==> src/rtl/mem_port_arbiter_pkg.sv <==
// Shared definitions for the memory macro port arbiter: FSM encoding,
// requester identifiers, default phase timing and the latched op record.
package mem_port_pkg;

    typedef enum logic [2:0] {
        ST_IDLE    = 3'd0,
        ST_PRECH   = 3'd1,
        ST_ACCESS  = 3'd2,
        ST_RECOVER = 3'd3,
        ST_DONE    = 3'd4
    } state_t;

    // Requester identifiers, also used as bit positions in gnt/done/win vectors.
    localparam int REQ_CMD = 0;
    localparam int REQ_PST = 1;
    localparam int REQ_SNS = 2;

    // Round-robin pointer values: which of pst/sns wins the next tie.
    localparam logic RR_PST = 1'b0;
    localparam logic RR_SNS = 1'b1;

    // Default phase lengths in clock cycles.
    localparam int T_PC_DEF  = 2;
    localparam int T_ACC_DEF = 3;
    localparam int T_REC_DEF = 1;

    // Access parameters captured from the winning requester at grant time.
    typedef struct packed {
        logic        we;
        logic [5:0]  addr;
        logic [2:0]  sel;
        logic [15:0] wdata;
    } op_t;

    // Timer reload value for a phase lasting 'cycles' cycles (counts down to zero).
    function automatic logic [3:0] phase_load(input int cycles);
        phase_load = 4'(cycles - 1);
    endfunction

endpackage

==> src/rtl/mem_port_arbiter_if.sv <==
// Bundle of requester handshakes and array macro pins around the arbiter.
// slave: the arbiter's view; master: requesters plus array model view.
interface mem_port_arbiter_if;

    logic        cmd_req,   pst_req,   sns_req;
    logic        cmd_we,    pst_we,    sns_we;
    logic [5:0]  cmd_addr,  pst_addr,  sns_addr;
    logic [2:0]  cmd_sel,   pst_sel,   sns_sel;
    logic [15:0] cmd_wdata, pst_wdata, sns_wdata;
    logic        cmd_gnt,   pst_gnt,   sns_gnt;
    logic        cmd_done,  pst_done,  sns_done;
    logic [15:0] rdata;
    logic        tx_enable;
    logic        busy;
    logic        PC_B;
    logic        WE;
    logic        SE;
    logic [5:0]  mem_address;
    logic [2:0]  mem_sel;
    logic [15:0] mem_data_out;
    logic [15:0] mem_read_in;

    modport slave (
        input  cmd_req, pst_req, sns_req,
        input  cmd_we, pst_we, sns_we,
        input  cmd_addr, pst_addr, sns_addr,
        input  cmd_sel, pst_sel, sns_sel,
        input  cmd_wdata, pst_wdata, sns_wdata,
        output cmd_gnt, pst_gnt, sns_gnt,
        output cmd_done, pst_done, sns_done,
        output rdata,
        input  tx_enable,
        output busy,
        output PC_B, WE, SE,
        output mem_address, mem_sel, mem_data_out,
        input  mem_read_in
    );

    modport master (
        output cmd_req, pst_req, sns_req,
        output cmd_we, pst_we, sns_we,
        output cmd_addr, pst_addr, sns_addr,
        output cmd_sel, pst_sel, sns_sel,
        output cmd_wdata, pst_wdata, sns_wdata,
        input  cmd_gnt, pst_gnt, sns_gnt,
        input  cmd_done, pst_done, sns_done,
        input  rdata,
        output tx_enable,
        input  busy,
        input  PC_B, WE, SE,
        input  mem_address, mem_sel, mem_data_out,
        output mem_read_in
    );

endinterface

==> src/rtl/mem_port_arbiter_rr_select.sv <==
// Combinational requester picker: cmd has fixed priority, pst and sns share
// the remaining slot round-robin. sns is only eligible while not backscattering.
module mem_port_rr_select
    import mem_port_pkg::*;
(
    input  logic [2:0] req,
    input  logic       tx_enable,
    input  logic       ptr,
    output logic [2:0] win,
    output logic       valid
);

    logic sns_ok_s;

    assign sns_ok_s = req[REQ_SNS] & ~tx_enable;
    assign valid    = req[REQ_CMD] | req[REQ_PST] | sns_ok_s;

    // One-hot winner selection.
    always_comb begin
        win = 3'b000;
        if (req[REQ_CMD]) begin
            win[REQ_CMD] = 1'b1;
        end else if (req[REQ_PST] && sns_ok_s) begin
            if (ptr == RR_PST) begin
                win[REQ_PST] = 1'b1;
            end else begin
                win[REQ_SNS] = 1'b1;
            end
        end else if (req[REQ_PST]) begin
            win[REQ_PST] = 1'b1;
        end else if (sns_ok_s) begin
            win[REQ_SNS] = 1'b1;
        end else begin
            win = 3'b000;
        end
    end

endmodule

==> src/rtl/mem_port_arbiter.sv <==
// Single-port owner of the memory macro: arbitrates cmd/pst/sns and walks each
// granted access through precharge, access and recovery with one shared timer.
// All outputs are registered; they are computed from the next FSM state.
module mem_port_arbiter
    import mem_port_pkg::*;
#(
    parameter int T_PC  = T_PC_DEF,
    parameter int T_ACC = T_ACC_DEF,
    parameter int T_REC = T_REC_DEF
)(
    input  logic              clk,
    input  logic              reset,
    mem_port_arbiter_if.slave bus
);

    state_t      state_r, state_n;
    logic [3:0]  timer_r, timer_n;
    op_t         op_r, op_n;
    op_t         cand_s;
    logic [2:0]  owner_r, owner_n;
    logic        ptr_r, ptr_n;
    logic [2:0]  req_s, win_s;
    logic        valid_s, grant_s, drive_s, capture_s;

    logic [2:0]  gnt_r, gnt_n;
    logic [2:0]  done_r, done_n;
    logic        busy_r, busy_n;
    logic        pc_b_r, pc_b_n;
    logic        we_r, we_n;
    logic        se_r, se_n;
    logic [5:0]  addr_r, addr_n;
    logic [2:0]  sel_r, sel_n;
    logic [15:0] dout_r, dout_n;
    logic [15:0] rdata_r, rdata_n;

    assign req_s = {bus.sns_req, bus.pst_req, bus.cmd_req};

    mem_port_rr_select u_rr_select (
        .req       (req_s),
        .tx_enable (bus.tx_enable),
        .ptr       (ptr_r),
        .win       (win_s),
        .valid     (valid_s)
    );

    // Fields of the requester that would win this cycle.
    always_comb begin
        cand_s = '0;
        if (win_s[REQ_CMD]) begin
            cand_s = {bus.cmd_we, bus.cmd_addr, bus.cmd_sel, bus.cmd_wdata};
        end else if (win_s[REQ_PST]) begin
            cand_s = {bus.pst_we, bus.pst_addr, bus.pst_sel, bus.pst_wdata};
        end else begin
            cand_s = {bus.sns_we, bus.sns_addr, bus.sns_sel, bus.sns_wdata};
        end
    end

    // Next-state, phase timer, grant decision and op latch.
    always_comb begin
        state_n = state_r;
        timer_n = timer_r;
        op_n    = op_r;
        owner_n = owner_r;
        ptr_n   = ptr_r;
        gnt_n   = 3'b000;
        grant_s = 1'b0;
        case (state_r)
            ST_IDLE: begin
                // A grant issued last cycle starts precharge now.
                if (gnt_r != 3'b000) begin
                    state_n = ST_PRECH;
                    timer_n = phase_load(T_PC);
                end else if (valid_s) begin
                    grant_s = 1'b1;
                end else begin
                    state_n = ST_IDLE;
                end
            end
            ST_PRECH: begin
                if (timer_r == 4'd0) begin
                    state_n = ST_ACCESS;
                    timer_n = phase_load(T_ACC);
                end else begin
                    timer_n = timer_r - 4'd1;
                end
            end
            ST_ACCESS: begin
                if (timer_r == 4'd0) begin
                    state_n = ST_RECOVER;
                    timer_n = phase_load(T_REC);
                end else begin
                    timer_n = timer_r - 4'd1;
                end
            end
            ST_RECOVER: begin
                if (timer_r == 4'd0) begin
                    state_n = ST_DONE;
                    timer_n = 4'd0;
                end else begin
                    timer_n = timer_r - 4'd1;
                end
            end
            ST_DONE: begin
                // Evaluating here lets the next grant land the cycle after done.
                state_n = ST_IDLE;
                timer_n = 4'd0;
                if (valid_s) begin
                    grant_s = 1'b1;
                end else begin
                    grant_s = 1'b0;
                end
            end
            default: begin
                state_n = ST_IDLE;
                timer_n = 4'd0;
            end
        endcase

        if (grant_s) begin
            gnt_n   = win_s;
            owner_n = win_s;
            op_n    = cand_s;
            if (win_s[REQ_PST]) begin
                ptr_n = RR_SNS;
            end else if (win_s[REQ_SNS]) begin
                ptr_n = RR_PST;
            end else begin
                ptr_n = ptr_r;
            end
        end else begin
            gnt_n = 3'b000;
        end
    end

    // Registered output values derived from the upcoming state.
    always_comb begin
        busy_n    = (state_n != ST_IDLE) || grant_s;
        pc_b_n    = (state_n != ST_PRECH);
        we_n      = (state_n == ST_ACCESS) && op_r.we;
        se_n      = (state_n == ST_ACCESS) && !op_r.we;
        drive_s   = (state_n == ST_PRECH) || (state_n == ST_ACCESS) || (state_n == ST_RECOVER);
        capture_s = (state_r == ST_ACCESS) && (timer_r == 4'd0) && !op_r.we;
        if (state_n == ST_DONE) begin
            done_n = owner_r;
        end else begin
            done_n = 3'b000;
        end
        if (drive_s) begin
            addr_n = op_r.addr;
            sel_n  = op_r.sel;
            dout_n = op_r.wdata;
        end else begin
            addr_n = 6'd0;
            sel_n  = 3'd0;
            dout_n = 16'd0;
        end
        if (capture_s) begin
            rdata_n = bus.mem_read_in;
        end else begin
            rdata_n = rdata_r;
        end
    end

    // FSM state, phase timer, op register, owner and round-robin pointer.
    always_ff @(posedge clk or posedge reset) begin
        if (reset) begin
            state_r <= ST_IDLE;
            timer_r <= 4'd0;
            op_r    <= '0;
            owner_r <= 3'b000;
            ptr_r   <= RR_PST;
        end else begin
            state_r <= state_n;
            timer_r <= timer_n;
            op_r    <= op_n;
            owner_r <= owner_n;
            ptr_r   <= ptr_n;
        end
    end

    // Output registers; reset drops every strobe in the same instant.
    always_ff @(posedge clk or posedge reset) begin
        if (reset) begin
            gnt_r   <= 3'b000;
            done_r  <= 3'b000;
            busy_r  <= 1'b0;
            pc_b_r  <= 1'b1;
            we_r    <= 1'b0;
            se_r    <= 1'b0;
            addr_r  <= 6'd0;
            sel_r   <= 3'd0;
            dout_r  <= 16'd0;
            rdata_r <= 16'd0;
        end else begin
            gnt_r   <= gnt_n;
            done_r  <= done_n;
            busy_r  <= busy_n;
            pc_b_r  <= pc_b_n;
            we_r    <= we_n;
            se_r    <= se_n;
            addr_r  <= addr_n;
            sel_r   <= sel_n;
            dout_r  <= dout_n;
            rdata_r <= rdata_n;
        end
    end

    assign bus.cmd_gnt      = gnt_r[REQ_CMD];
    assign bus.pst_gnt      = gnt_r[REQ_PST];
    assign bus.sns_gnt      = gnt_r[REQ_SNS];
    assign bus.cmd_done     = done_r[REQ_CMD];
    assign bus.pst_done     = done_r[REQ_PST];
    assign bus.sns_done     = done_r[REQ_SNS];
    assign bus.busy         = busy_r;
    assign bus.PC_B         = pc_b_r;
    assign bus.WE           = we_r;
    assign bus.SE           = se_r;
    assign bus.mem_address  = addr_r;
    assign bus.mem_sel      = sel_r;
    assign bus.mem_data_out = dout_r;
    assign bus.rdata        = rdata_r;

endmodule

==> src/flat_wrapper.sv <==
// flat-port wrapper written by rule: the top's interface ports become plain ports
module mem_port_arbiter_flat import mem_port_pkg::*;
#(
    parameter int T_PC  = T_PC_DEF,
    parameter int T_ACC = T_ACC_DEF,
    parameter int T_REC = T_REC_DEF
)
  (clk, reset, bus_cmd_req, bus_pst_req, bus_sns_req, bus_cmd_we, bus_pst_we, bus_sns_we, bus_cmd_addr, bus_pst_addr, bus_sns_addr, bus_cmd_sel, bus_pst_sel, bus_sns_sel, bus_cmd_wdata, bus_pst_wdata, bus_sns_wdata, bus_cmd_gnt, bus_pst_gnt, bus_sns_gnt, bus_cmd_done, bus_pst_done, bus_sns_done, bus_rdata, bus_tx_enable, bus_busy, bus_PC_B, bus_WE, bus_SE, bus_mem_address, bus_mem_sel, bus_mem_data_out, bus_mem_read_in);
  mem_port_arbiter_if bus_i ();
  input  logic clk;
  input  logic reset;
  input wire logic [$bits(bus_i.cmd_req)-1:0] bus_cmd_req;
  input wire logic [$bits(bus_i.pst_req)-1:0] bus_pst_req;
  input wire logic [$bits(bus_i.sns_req)-1:0] bus_sns_req;
  input wire logic [$bits(bus_i.cmd_we)-1:0] bus_cmd_we;
  input wire logic [$bits(bus_i.pst_we)-1:0] bus_pst_we;
  input wire logic [$bits(bus_i.sns_we)-1:0] bus_sns_we;
  input wire logic [$bits(bus_i.cmd_addr)-1:0] bus_cmd_addr;
  input wire logic [$bits(bus_i.pst_addr)-1:0] bus_pst_addr;
  input wire logic [$bits(bus_i.sns_addr)-1:0] bus_sns_addr;
  input wire logic [$bits(bus_i.cmd_sel)-1:0] bus_cmd_sel;
  input wire logic [$bits(bus_i.pst_sel)-1:0] bus_pst_sel;
  input wire logic [$bits(bus_i.sns_sel)-1:0] bus_sns_sel;
  input wire logic [$bits(bus_i.cmd_wdata)-1:0] bus_cmd_wdata;
  input wire logic [$bits(bus_i.pst_wdata)-1:0] bus_pst_wdata;
  input wire logic [$bits(bus_i.sns_wdata)-1:0] bus_sns_wdata;
  output wire logic [$bits(bus_i.cmd_gnt)-1:0] bus_cmd_gnt;
  output wire logic [$bits(bus_i.pst_gnt)-1:0] bus_pst_gnt;
  output wire logic [$bits(bus_i.sns_gnt)-1:0] bus_sns_gnt;
  output wire logic [$bits(bus_i.cmd_done)-1:0] bus_cmd_done;
  output wire logic [$bits(bus_i.pst_done)-1:0] bus_pst_done;
  output wire logic [$bits(bus_i.sns_done)-1:0] bus_sns_done;
  output wire logic [$bits(bus_i.rdata)-1:0] bus_rdata;
  input wire logic [$bits(bus_i.tx_enable)-1:0] bus_tx_enable;
  output wire logic [$bits(bus_i.busy)-1:0] bus_busy;
  output wire logic [$bits(bus_i.PC_B)-1:0] bus_PC_B;
  output wire logic [$bits(bus_i.WE)-1:0] bus_WE;
  output wire logic [$bits(bus_i.SE)-1:0] bus_SE;
  output wire logic [$bits(bus_i.mem_address)-1:0] bus_mem_address;
  output wire logic [$bits(bus_i.mem_sel)-1:0] bus_mem_sel;
  output wire logic [$bits(bus_i.mem_data_out)-1:0] bus_mem_data_out;
  input wire logic [$bits(bus_i.mem_read_in)-1:0] bus_mem_read_in;
  assign bus_i.cmd_req = bus_cmd_req;
  assign bus_i.pst_req = bus_pst_req;
  assign bus_i.sns_req = bus_sns_req;
  assign bus_i.cmd_we = bus_cmd_we;
  assign bus_i.pst_we = bus_pst_we;
  assign bus_i.sns_we = bus_sns_we;
  assign bus_i.cmd_addr = bus_cmd_addr;
  assign bus_i.pst_addr = bus_pst_addr;
  assign bus_i.sns_addr = bus_sns_addr;
  assign bus_i.cmd_sel = bus_cmd_sel;
  assign bus_i.pst_sel = bus_pst_sel;
  assign bus_i.sns_sel = bus_sns_sel;
  assign bus_i.cmd_wdata = bus_cmd_wdata;
  assign bus_i.pst_wdata = bus_pst_wdata;
  assign bus_i.sns_wdata = bus_sns_wdata;
  assign bus_cmd_gnt = bus_i.cmd_gnt;
  assign bus_pst_gnt = bus_i.pst_gnt;
  assign bus_sns_gnt = bus_i.sns_gnt;
  assign bus_cmd_done = bus_i.cmd_done;
  assign bus_pst_done = bus_i.pst_done;
  assign bus_sns_done = bus_i.sns_done;
  assign bus_rdata = bus_i.rdata;
  assign bus_i.tx_enable = bus_tx_enable;
  assign bus_busy = bus_i.busy;
  assign bus_PC_B = bus_i.PC_B;
  assign bus_WE = bus_i.WE;
  assign bus_SE = bus_i.SE;
  assign bus_mem_address = bus_i.mem_address;
  assign bus_mem_sel = bus_i.mem_sel;
  assign bus_mem_data_out = bus_i.mem_data_out;
  assign bus_i.mem_read_in = bus_mem_read_in;
  mem_port_arbiter #(.T_PC(T_PC), .T_ACC(T_ACC), .T_REC(T_REC)) u_core (.clk(clk), .reset(reset), .bus(bus_i));
endmodule
==> config.mk <==
export PLATFORM = sky130hd
export DESIGN_NAME = mem_port_arbiter_flat
export DESIGN_NICKNAME = d
export VERILOG_FILES = /design/src/rtl/mem_port_arbiter_pkg.sv /design/src/rtl/mem_port_arbiter_if.sv /design/src/rtl/mem_port_arbiter_rr_select.sv /design/src/rtl/mem_port_arbiter.sv /design/src/flat_wrapper.sv
export SDC_FILE = /design/constraint.sdc
export NUM_CORES = 1
export LEC_CHECK = 0
export CAP_MARGIN = 30
export CORE_MARGIN = 5
export CORE_UTILIZATION = 34
export CTS_BUF_LIST = sky130_fd_sc_hd__clkbuf_8
export DETAILED_ROUTE_END_ITERATION = 8
export DONT_BUFFER_PORTS = 1
export PLACE_DENSITY_LB_ADDON = 0.12
export SLEW_MARGIN = 10
export SYNTH_ARGS = -nofsm -noshare
export SYNTH_HDL_FRONTEND = slang
export SYNTH_HIERARCHICAL = 1
export SYNTH_SLANG_ARGS = --single-unit
export TNS_END_PERCENT = 10
==> constraint.sdc <==
create_clock -name clk -period 2.28 [get_ports clk]
set_input_delay 0.228 -clock clk [delete_from_list [all_inputs] [get_ports clk]]
set_output_delay 0.228 -clock clk [all_outputs]
set_load 0.02 [all_outputs]
==> results of run 1 <==
-- registers in the layout (all words and copies together) (netlist names) --
register	flops
u_core/ptr_r	1
u_core/bus.mem_address	6
u_core/owner_r	3
u_core/op_r	26
u_core/timer_r	4
u_core/state_r	3
u_core/gnt_r	3
u_core/bus.PC_B	1
u_core/bus.WE	1
u_core/bus.SE	1
u_core/bus.rdata	16
u_core/bus.mem_data_out	16
u_core/done_r	3
u_core/bus.mem_sel	3
u_core/bus.busy	1
-- power breakdown --
group | internal [mW] | switching [mW] | total (mW)
clock | 0.430 | 0.570 | 1.00
combinational | 1.04 | 0.779 | 1.82
sequential | 2.25 | 0.878 | 3.13
total | 3.72 | 2.23 | 5.95
-- cells by family after synthesis --
family | Yosys count | synth area share (%)
simple gates | 90 | 13.3
flops | 88 | 56.5
mux | 72 | 20.8
compound gates | 43 | 6.38
buf+inv | 24 | 3.05
-- cells in the mapped netlist (2+ instances only) --
cell | instances | share of area [%]
clkbuf_1 | 12 | 1.2
or3_1 | 3 | 0.48
mux2_4 | 10 | 3.8
o21ai_0 | 30 | 3.8
buf_4 | 2 | 0.38
inv_1 | 3 | 0.29
nor3_1 | 2 | 0.26
mux2i_1 | 28 | 7.2
nand3_1 | 3 | 0.38
nand2_1 | 30 | 2.9
buf_2 | 5 | 0.64
a21oi_1 | 5 | 0.64
nor2_1 | 4 | 0.38
nor2b_1 | 4 | 0.64
mux2_2 | 34 | 9.8
and2_1 | 30 | 4.8
dfrtp_1 | 87 | 56
nor3b_1 | 4 | 0.77
buf_6 | 2 | 0.58
-- final cells by class --
type | instances | area [µm²] | area share [%]
inverter | 3 | 15.0 | 0.337
multi-input combinational | 205 | 1600 | 35.9
timing repair buffer | 28 | 280 | 6.28
clock inverter | 6 | 43.8 | 0.981
tap | 143 | 179 | 4.01
sequential | 88 | 2200 | 49.4
clock buffer | 10 | 138 | 3.08
-- routing by layer --
layer	share of wire (%)	routed length (µm)	GRT usage, %	vias to the layer above
met5	0	0	0	-
met4	1.0	85	4.13	0
met3	11	887	5.60	7
met2	45	3770	18.3	103
met1	43	3580	15.6	1105
li1	-	-	-	1125
-- tightest hold or removal path, cell delays in order --
cell     delay, ps
nand2_1         30
o21ai_0         50
mux2_2         140
-- worst max-delay path by stage --
stage,start,to,slack [ps],cells past startpoint
2_1_floorplan,u_core/gnt_r[1]$_DFF_PP0_,u_core/op_r[10]$_DFFE_PP0P_,460,4
3_3_place_gp,u_core/gnt_r[1]$_DFF_PP0_,u_core/bus.mem_data_out[9]$_DFF_PP0_,390,4
3_5_place_dp,u_core/gnt_r[1]$_DFF_PP0_,u_core/bus.mem_data_out[1]$_DFF_PP0_,390,4
4_1_cts,u_core/gnt_r[1]$_DFF_PP0_,u_core/bus.mem_sel[1]$_DFF_PP0_,350,4
5_1_grt,u_core/gnt_r[0]$_DFF_PP0_,u_core/bus.mem_data_out[13]$_DFF_PP0_,210,4
6_report,u_core/state_r[1]$_DFF_PP0_,u_core/op_r[19]$_DFFE_PP0P_,390,5
==> impl_metrics.json, run 1 <==
{
  "status": "complete, no violations",
  "yosysSeqAreaShare_pct": 56.5,
  "ctsHoldBuffers": 18,
  "drive_gt1_share_pct": 22.9,
  "worst_path_largest_cell_delay_ps": 460,
  "synth_fp_nets": 417,
  "clkSinkCount": 88,
  "final_area_um2": 4460,
  "post-dp-hpwl_mm": 5.71,
  "power.static_leakage_nw": 1.95,
  "root_buffer": "clkbuf_8",
  "cts_buffers": 9,
  "synth_area_per_cell_um2": 12.3,
  "slowest_stage": "dfrtp_1",
  "holdPathStages": 3,
  "reg2reg_slack_ps": 390,
  "pin_count": 151,
  "ys_types": 38,
  "timing.rr.end": "u_core/op_r[19]$_DFFE_PP0P_",
  "drt_first_pass_iters": 4,
  "rsz0062_at_grt": "no",
  "grt_max_degree": 57,
  "endpoint_kind": "register",
  "ys_seq_elements": 88,
  "finalHoldViolations": 0,
  "nNetsFinal": 435,
  "ys.flop_type": "dfrtp_1",
  "max_cap_viol_count": 0,
  "path_cells": "nor2_1 -> buf_4 -> o211a_1 -> buf_12 -> mux2_2",
  "routed_wl_mm": 8.33,
  "finalMaxSlewViolations": 0,
  "worstMarginPinSlew_ps": 913,
  "io_buffers": 0,
  "grt_pass1_wl_mm": 12.6,
  "fin_util_pct": 39.4,
  "synth_edf_count": 0,
  "max_freq_mhz": 530,
  "power.density_nw_per_um2": 1330,
  "antenna_cells": 0,
  "fp.dieH_um": 117,
  "power_mw": 5.95,
  "drtIter0Drc": 74,
  "relSlewSlack_pct": 39.1,
  "hold_ws_ps": 130,
  "min_from": "bus_cmd_addr[3]",
  "crit_arrival_ps": 2120,
  "mostFrequentLayoutCell": "dfrtp_1",
  "synthCells": 317,
  "final.fill_count": 1084,
  "r2r_cells": 5,
  "reg2reg_from": "u_core/state_r[1]$_DFF_PP0_",
  "place_area_um2": 4100,
  "yosys_warnings": 6,
  "pre_cts_ws_ps": 386,
  "post-route-period-util_pct": 82.8,
  "synthArstFlopShare_pct": 100,
  "grtUsageTotal_pct": 12.2,
  "htreeDepth": 3,
  "cpLargestDelayFamily": "flip-flops",
  "grt.overflow.total": 0,
  "setup_violations": 0,
  "grt_pass1_vias": 2483,
  "rows": 39,
  "setup_ws_ps": 392,
  "path_buf_inv": 2,
  "num_vias": 2340,
  "syn-cell-area_um2": 3900,
  "coreArea_um2": 11300,
  "cts-resized-gates": 0,
  "clock_latency_ps": 350,
  "placed_cells": 449,
  "post_cts_buffers": 0,
  "cts_tree": "yes",
  "skew_ps": 12.4,
  "clkTransAtPathRegs_ps": 90,
  "cp_max_fo": 32,
  "instances_no_fill": 483,
  "tns_ps": 0,
  "final_cell_mix": "dfrtp_1 (87), mux2_2 (34), nand2_1 (30), o21ai_0 (30), and2_1 (30)",
  "cp.required_ps": 2520,
  "route.detailed.drc": 0,
  "cp-start-kind": "register",
  "start_util_pct": 34.5,
  "wl_per_cell_um": 17.2,
  "hp-class": "input pin to register",
  "die-area_um2": 13700,
  "die_x_um": 117,
  "crit_type": "register to register",
  "via_per_inst": 4.84,
  "cts_buffer_depth": 2,
  "gp_congestion": 0.736,
  "antenna_found_initial": 0,
  "holdPathEnd": "u_core/op_r[22]$_DFFE_PP0P_",
  "syn_to_final_growth_pct": 14.3,
  "period_needed_ps": 1890,
  "vdd_drop_max_mv": 0.582,
  "drtAntennaViolNets": 0
}
Power figures use the tool's default switching activity.
==> run 2: changes to the inputs <==
clock period = 1.71 ns   (was 2.28 ns; I/O delays follow)
==> impl_metrics.json, run 2 (same netlist as run 1, synthesis figures left out) <==
{
  "timing.rr.end": "u_core/bus.rdata[4]$_DFFE_PP0P_",
  "clkSinkCount": 88,
  "coreArea_um2": 11300,
  "post-dp-hpwl_mm": 5.58,
  "antenna_found_initial": 0,
  "relSlewSlack_pct": 56.0,
  "vdd_drop_max_mv": 0.707,
  "power.density_nw_per_um2": 1830,
  "final.fill_count": 1065,
  "mostFrequentLayoutCell": "dfrtp_1",
  "cts_tree": "yes",
  "post_cts_buffers": 0,
  "path_cells": "buf_6 -> nor4_4 -> nand3_4 -> mux2_4",
  "cp-start-kind": "register",
  "reg2reg_from": "u_core/timer_r[2]$_DFFE_PP0P_",
  "grt.overflow.total": 0,
  "root_buffer": "clkbuf_8",
  "finalHoldViolations": 0,
  "setup_violations": 0,
  "wl_per_cell_um": 17.5,
  "status": "complete, no violations",
  "fp.dieH_um": 117,
  "finalMaxSlewViolations": 0,
  "fin_util_pct": 41.0,
  "rows": 39,
  "skew_ps": 17.2,
  "pin_count": 151,
  "power.static_leakage_nw": 2.03,
  "antenna_cells": 0,
  "hp-class": "input pin to register",
  "cp-endpoint": "u_core/bus.rdata[4]$_DFFE_PP0P_",
  "cp_max_fo": 16,
  "place_area_um2": 4180,
  "drtAntennaViolNets": 0,
  "rsz0062_at_grt": "yes",
  "cts_buffer_depth": 2,
  "drt_first_pass_iters": 4,
  "p_seq_share_pct": 48.4,
  "cp.required_ps": 1950,
  "post-route-period-util_pct": 99.5,
  "grtUsageTotal_pct": 12.2,
  "final_area_um2": 4640,
  "p_sw_mw": 3.12,
  "start_util_pct": 34.5,
  "worstMarginPinSlew_ps": 659,
  "nNetsFinal": 445,
  "grt_max_degree": 89,
  "clkTransAtPathRegs_ps": 90,
  "crit_start": "u_core/timer_r[2]$_DFFE_PP0P_",
  "grt_pass1_wl_mm": 12.5,
  "path_buf_inv": 1,
  "ff_latch_area_um2": 2200,
  "comb_power_share_pct": 33.7,
  "largest_register_ffs": 26,
  "syn_to_final_growth_pct": 18.8,
  "die-area_um2": 13700,
  "crit_arrival_ps": 1950,
  "pwr-share-clk_pct": 17.9,
  "num_vias": 2426,
  "drtIter0Drc": 99,
  "route.detailed.drc": 0,
  "endpoint_kind": "register",
  "power_switching_share_pct": 36.8,
  "routed_wl_mm": 8.64,
  "slowest_stage": "dfrtp_1",
  "grt_pass1_vias": 2395,
  "reg2reg_slack_ps": 8,
  "crit_cells": 4,
  "final_cell_mix": "dfrtp_1 (87), mux2_2 (34), nand2_1 (30), o21ai_0 (30), and2_1 (30)",
  "r2r_cells": 4,
  "clock_latency_ps": 360,
  "intPower_mw": 5.35,
  "cpLargestDelayFamily": "simple AND/OR/NAND/NOR gates",
  "io_buffers": 0,
  "die_x_um": 117,
  "via_per_inst": 4.92,
  "worst_path_largest_cell_delay_ps": 410,
  "max_freq_mhz": 587,
  "regMostFlops": "u_core/op_r",
  "drive_gt1_share_pct": 26.6,
  "htreeDepth": 3,
  "period_needed_ps": 1700,
  "multi_input_area_um2": 1650,
  "cts_buffers": 9,
  "gp_congestion": 0.751,
  "crit_type": "register to register",
  "max_cap_viol_count": 0
}
run 2: cell count changes in the layout (fill, tap and decap cells not counted), sizes merged:
cell / before / now
inv: 5 / 3
clkbuf: 10 / 11
buf: 10 / 19
clkinvlp: 4 / 3
clkinv: 0 / 1
bufinv: 0 / 1
a221oi: 1 / 2
run 2: power groups by stage:
stage	Combinational, mW	Sequential (mW)	Clock, mW
floorplan	2.06	3.97	0
global placement	2.66	4.14	0
detailed placement	2.70	4.14	0
CTS	2.73	4.10	1.59
global route	3.15	4.24	1.66
finish	2.85	4.10	1.52
run 2: worst min path at each step:
| stage | start | to | slack, ps | cells after the start |
|---|---|---|---|---|
| after floorplan | bus_mem_read_in[0] | u_core/bus.rdata[0]$_DFFE_PP0P_ | 320 | 1 |
| after global placement | reset | u_core/bus.rdata[8]$_DFFE_PP0P_ | 220 | 2 |
| after detailed placement | reset | u_core/bus.rdata[8]$_DFFE_PP0P_ | 220 | 2 |
| after CTS | bus_cmd_wdata[6] | u_core/op_r[6]$_DFFE_PP0P_ | 50 | 3 |
| after global routing | bus_cmd_wdata[8] | u_core/op_r[8]$_DFFE_PP0P_ | 60 | 3 |
| final | bus_cmd_wdata[8] | u_core/op_r[8]$_DFFE_PP0P_ | 70 | 3 |
run 2: what timing repair did:
item                                   in CTS  in global routing
endpoints found under the hold margin     105                  0
pin swaps                                  19                  1
setup endpoints to repair                  69                 69
resized for setup                           1                  8
hold buffers                               18                  0
gates cloned                                0                  1
run 2: per-layer routing:
| metal | share of wire (%) | global-route usage [%] | up-vias |
|---|---|---|---|
| li1 | - | - | 1149 |
| met1 | 44 | 15.3 | 1163 |
| met4 | 1.4 | 5.28 | 0 |
| met3 | 10 | 4.88 | 11 |
| met5 | 0 | 0 | - |
| met2 | 45 | 18.5 | 103 |
run 2: worst register-to-register path: stages, from the launching register on:
cell and delay, ps:
dfrtp_1 410, buf_6 140, nor4_4 340, nand3_4 290, mux2_4 400
run 2: cell type report:
class                           instances  area share [%]
Tap cell                              143            3.86
Clock inverter                          5            1.35
Inverter                                3           0.324
Multi-Input combinational cell        206            35.7
Sequential cell                        88            47.5
Clock buffer                           11            3.26
Timing Repair Buffer                   37            8.01
run 2: metrics by stage:
stage | setup TNS (ps) | cells | worst slack [ps] | hold slack [ps] | total power [mW]
after floorplan | -3160 | 317 | -115 | 320 | 6.02
after global placement | -599 | 458 | -41.9 | 216 | 6.80
after CTS | -1010 | 492 | -58.8 | 52.5 | 8.43
after global routing | -922 | 493 | -74.7 | 63.7 | 9.04
after detailed placement | -2190 | 458 | -59.1 | 221 | 6.83
final | 0 | 493 | 7.70 | 69.2 | 8.47
==> run 3: changes to the inputs <==
HOLD_SLACK_MARGIN = 0.12   (was default)
==> impl_metrics.json, run 3 (same netlist as run 1, synthesis figures left out) <==
{
  "via_per_inst": 4.98,
  "nNetsFinal": 474,
  "start_util_pct": 34.5,
  "vdd_drop_max_mv": 0.747,
  "post-dp-hpwl_mm": 5.58,
  "cts_buffers": 9,
  "route.detailed.drc": 0,
  "antenna_found_initial": 0,
  "clkTransAtPathRegs_ps": 100,
  "largest_register_ffs": 26,
  "coreArea_um2": 11300,
  "drtIter0Drc": 108,
  "grt_pass1_wl_mm": 14.1,
  "skew_ps": 19.0,
  "setup_violations": 0,
  "power.static_leakage_nw": 2.16,
  "reg2reg_slack_ps": 10,
  "io_buffers": 0,
  "root_buffer": "clkbuf_8",
  "finalHoldViolations": 0,
  "gp_congestion": 0.751,
  "crit_arrival_ps": 1940,
  "num_vias": 2597,
  "cts_buffer_depth": 2,
  "cts_tree": "yes",
  "finalMaxSlewViolations": 0,
  "mostFrequentLayoutCell": "dfrtp_1",
  "grt_max_degree": 89,
  "die-area_um2": 13700,
  "worstMarginPinSlew_ps": 665,
  "grt_pass1_vias": 2643,
  "pin_count": 151,
  "endpoint_kind": "register",
  "period_needed_ps": 1700,
  "wl_per_cell_um": 18.5,
  "cp.required_ps": 1960,
  "die_x_um": 117,
  "clock_latency_ps": 360,
  "crit_type": "register to register",
  "final.fill_count": 1039,
  "syn_to_final_growth_pct": 26.5,
  "final_cell_mix": "dfrtp_1 (87), dlygate4sd3_1 (46), mux2_2 (34)",
  "hp-class": "input pin to register",
  "status": "complete, no violations",
  "regMostFlops": "u_core/op_r",
  "fin_util_pct": 43.6,
  "cp-start-kind": "register",
  "power.density_nw_per_um2": 1730,
  "drive_gt1_share_pct": 24.8,
  "htreeDepth": 3,
  "fp.dieH_um": 117,
  "drtAntennaViolNets": 0,
  "grt.overflow.total": 0,
  "post_cts_buffers": 0,
  "routed_wl_mm": 9.66,
  "post-route-period-util_pct": 99.2,
  "drt_first_pass_iters": 5,
  "rsz0062_at_grt": "yes",
  "hold_ws_ps": 137,
  "clkSinkCount": 88,
  "max_cap_viol_count": 0,
  "cp_max_fo": 16,
  "grtUsageTotal_pct": 13.7,
  "rows": 39,
  "antenna_cells": 0,
  "relSlewSlack_pct": 55.7,
  "max_freq_mhz": 590
}
==> run 3: cell count changes in the layout (fill, tap and decap cells not counted), sizes merged <==
| cell | previous run | this run |
|---|---|---|
| buf | 19 | 20 |
| dlygate4sd3 | 18 | 46 |
==> run 3: power by group <==
part	leakage, nW	total [mW]	internal, mW	switching [mW]
Clock	0.102	1.53	0.763	0.764
Combinational	0.962	2.93	1.63	1.30
Sequential	1.09	4.10	3.00	1.10
Total	2.16	8.56	5.40	3.17
==> run 3: worst paths after layout <==
path,startpoint,to,depth (start not counted)
max,u_core/timer_r[2]$_DFFE_PP0P_,u_core/bus.rdata[4]$_DFFE_PP0P_,4
min,bus_cmd_req,u_core/op_r[5]$_DFFE_PP0P_,2
min reg2reg,u_core/op_r[14]$_DFFE_PP0P_,u_core/bus.mem_data_out[14]$_DFF_PP0_,1
min in group asynchronous,reset,u_core/bus.rdata[8]$_DFFE_PP0P_,3
max in group asynchronous,reset,u_core/bus.PC_B$_DFF_PP1_,3
max reg2reg,u_core/timer_r[2]$_DFFE_PP0P_,u_core/bus.rdata[4]$_DFFE_PP0P_,4
==> run 3: stage by stage <==
stage          setup WS (ps)  area (µm²)  power (mW)  setup TNS, ps  instances
6_report                13.8        4940        8.56              0        522
5_1_grt                -76.1        4940        9.13           -935        522
4_1_cts                -58.8        4880        8.51          -1010        521
3_5_place_dp           -59.1        4180        6.83          -2190        458
3_3_place_gp           -41.9        4180        6.80           -599        458
2_1_floorplan           -115        3910        6.02          -3160        317
==> run 3: area by class of cell <==
cell class | instances | area (µm²) | area share (%)
tap | 143 | 179 | 3.62
timing repair buffer | 66 | 672 | 13.6
inverter | 3 | 15.0 | 0.304
clock inverter | 5 | 62.6 | 1.27
multi-input combinational | 206 | 1650 | 33.5
clock buffer | 11 | 151 | 3.07
sequential | 88 | 2200 | 44.6
==> run 3: timing repair <==
item                                   4_1_cts  5_1_grt
gates resized for setup                      1        8
setup endpoints to repair                   69       69
hold buffers                                47        0
endpoints found under the hold margin      133        0
pin swaps                                   19        1
cloned                                       0        1
==> run 3: critical path, stage by stage (launching register included) <==
cell     delay, ps
dfrtp_1        410
buf_6          140
nor4_4         340
nand3_4        290
mux2_4         390
==> run 3: layer usage <==
layer / share of wire, % / routed length [µm] / track usage (%) / vias up
met5: 0 / 0 / 0 / -
li1: - / - / - / 1207
met2: 47 / 4490 / 21.9 / 113
met1: 43 / 4150 / 17.2 / 1266
met4: 1.2 / 117 / 5.28 / 0
met3: 9.3 / 898 / 4.83 / 11
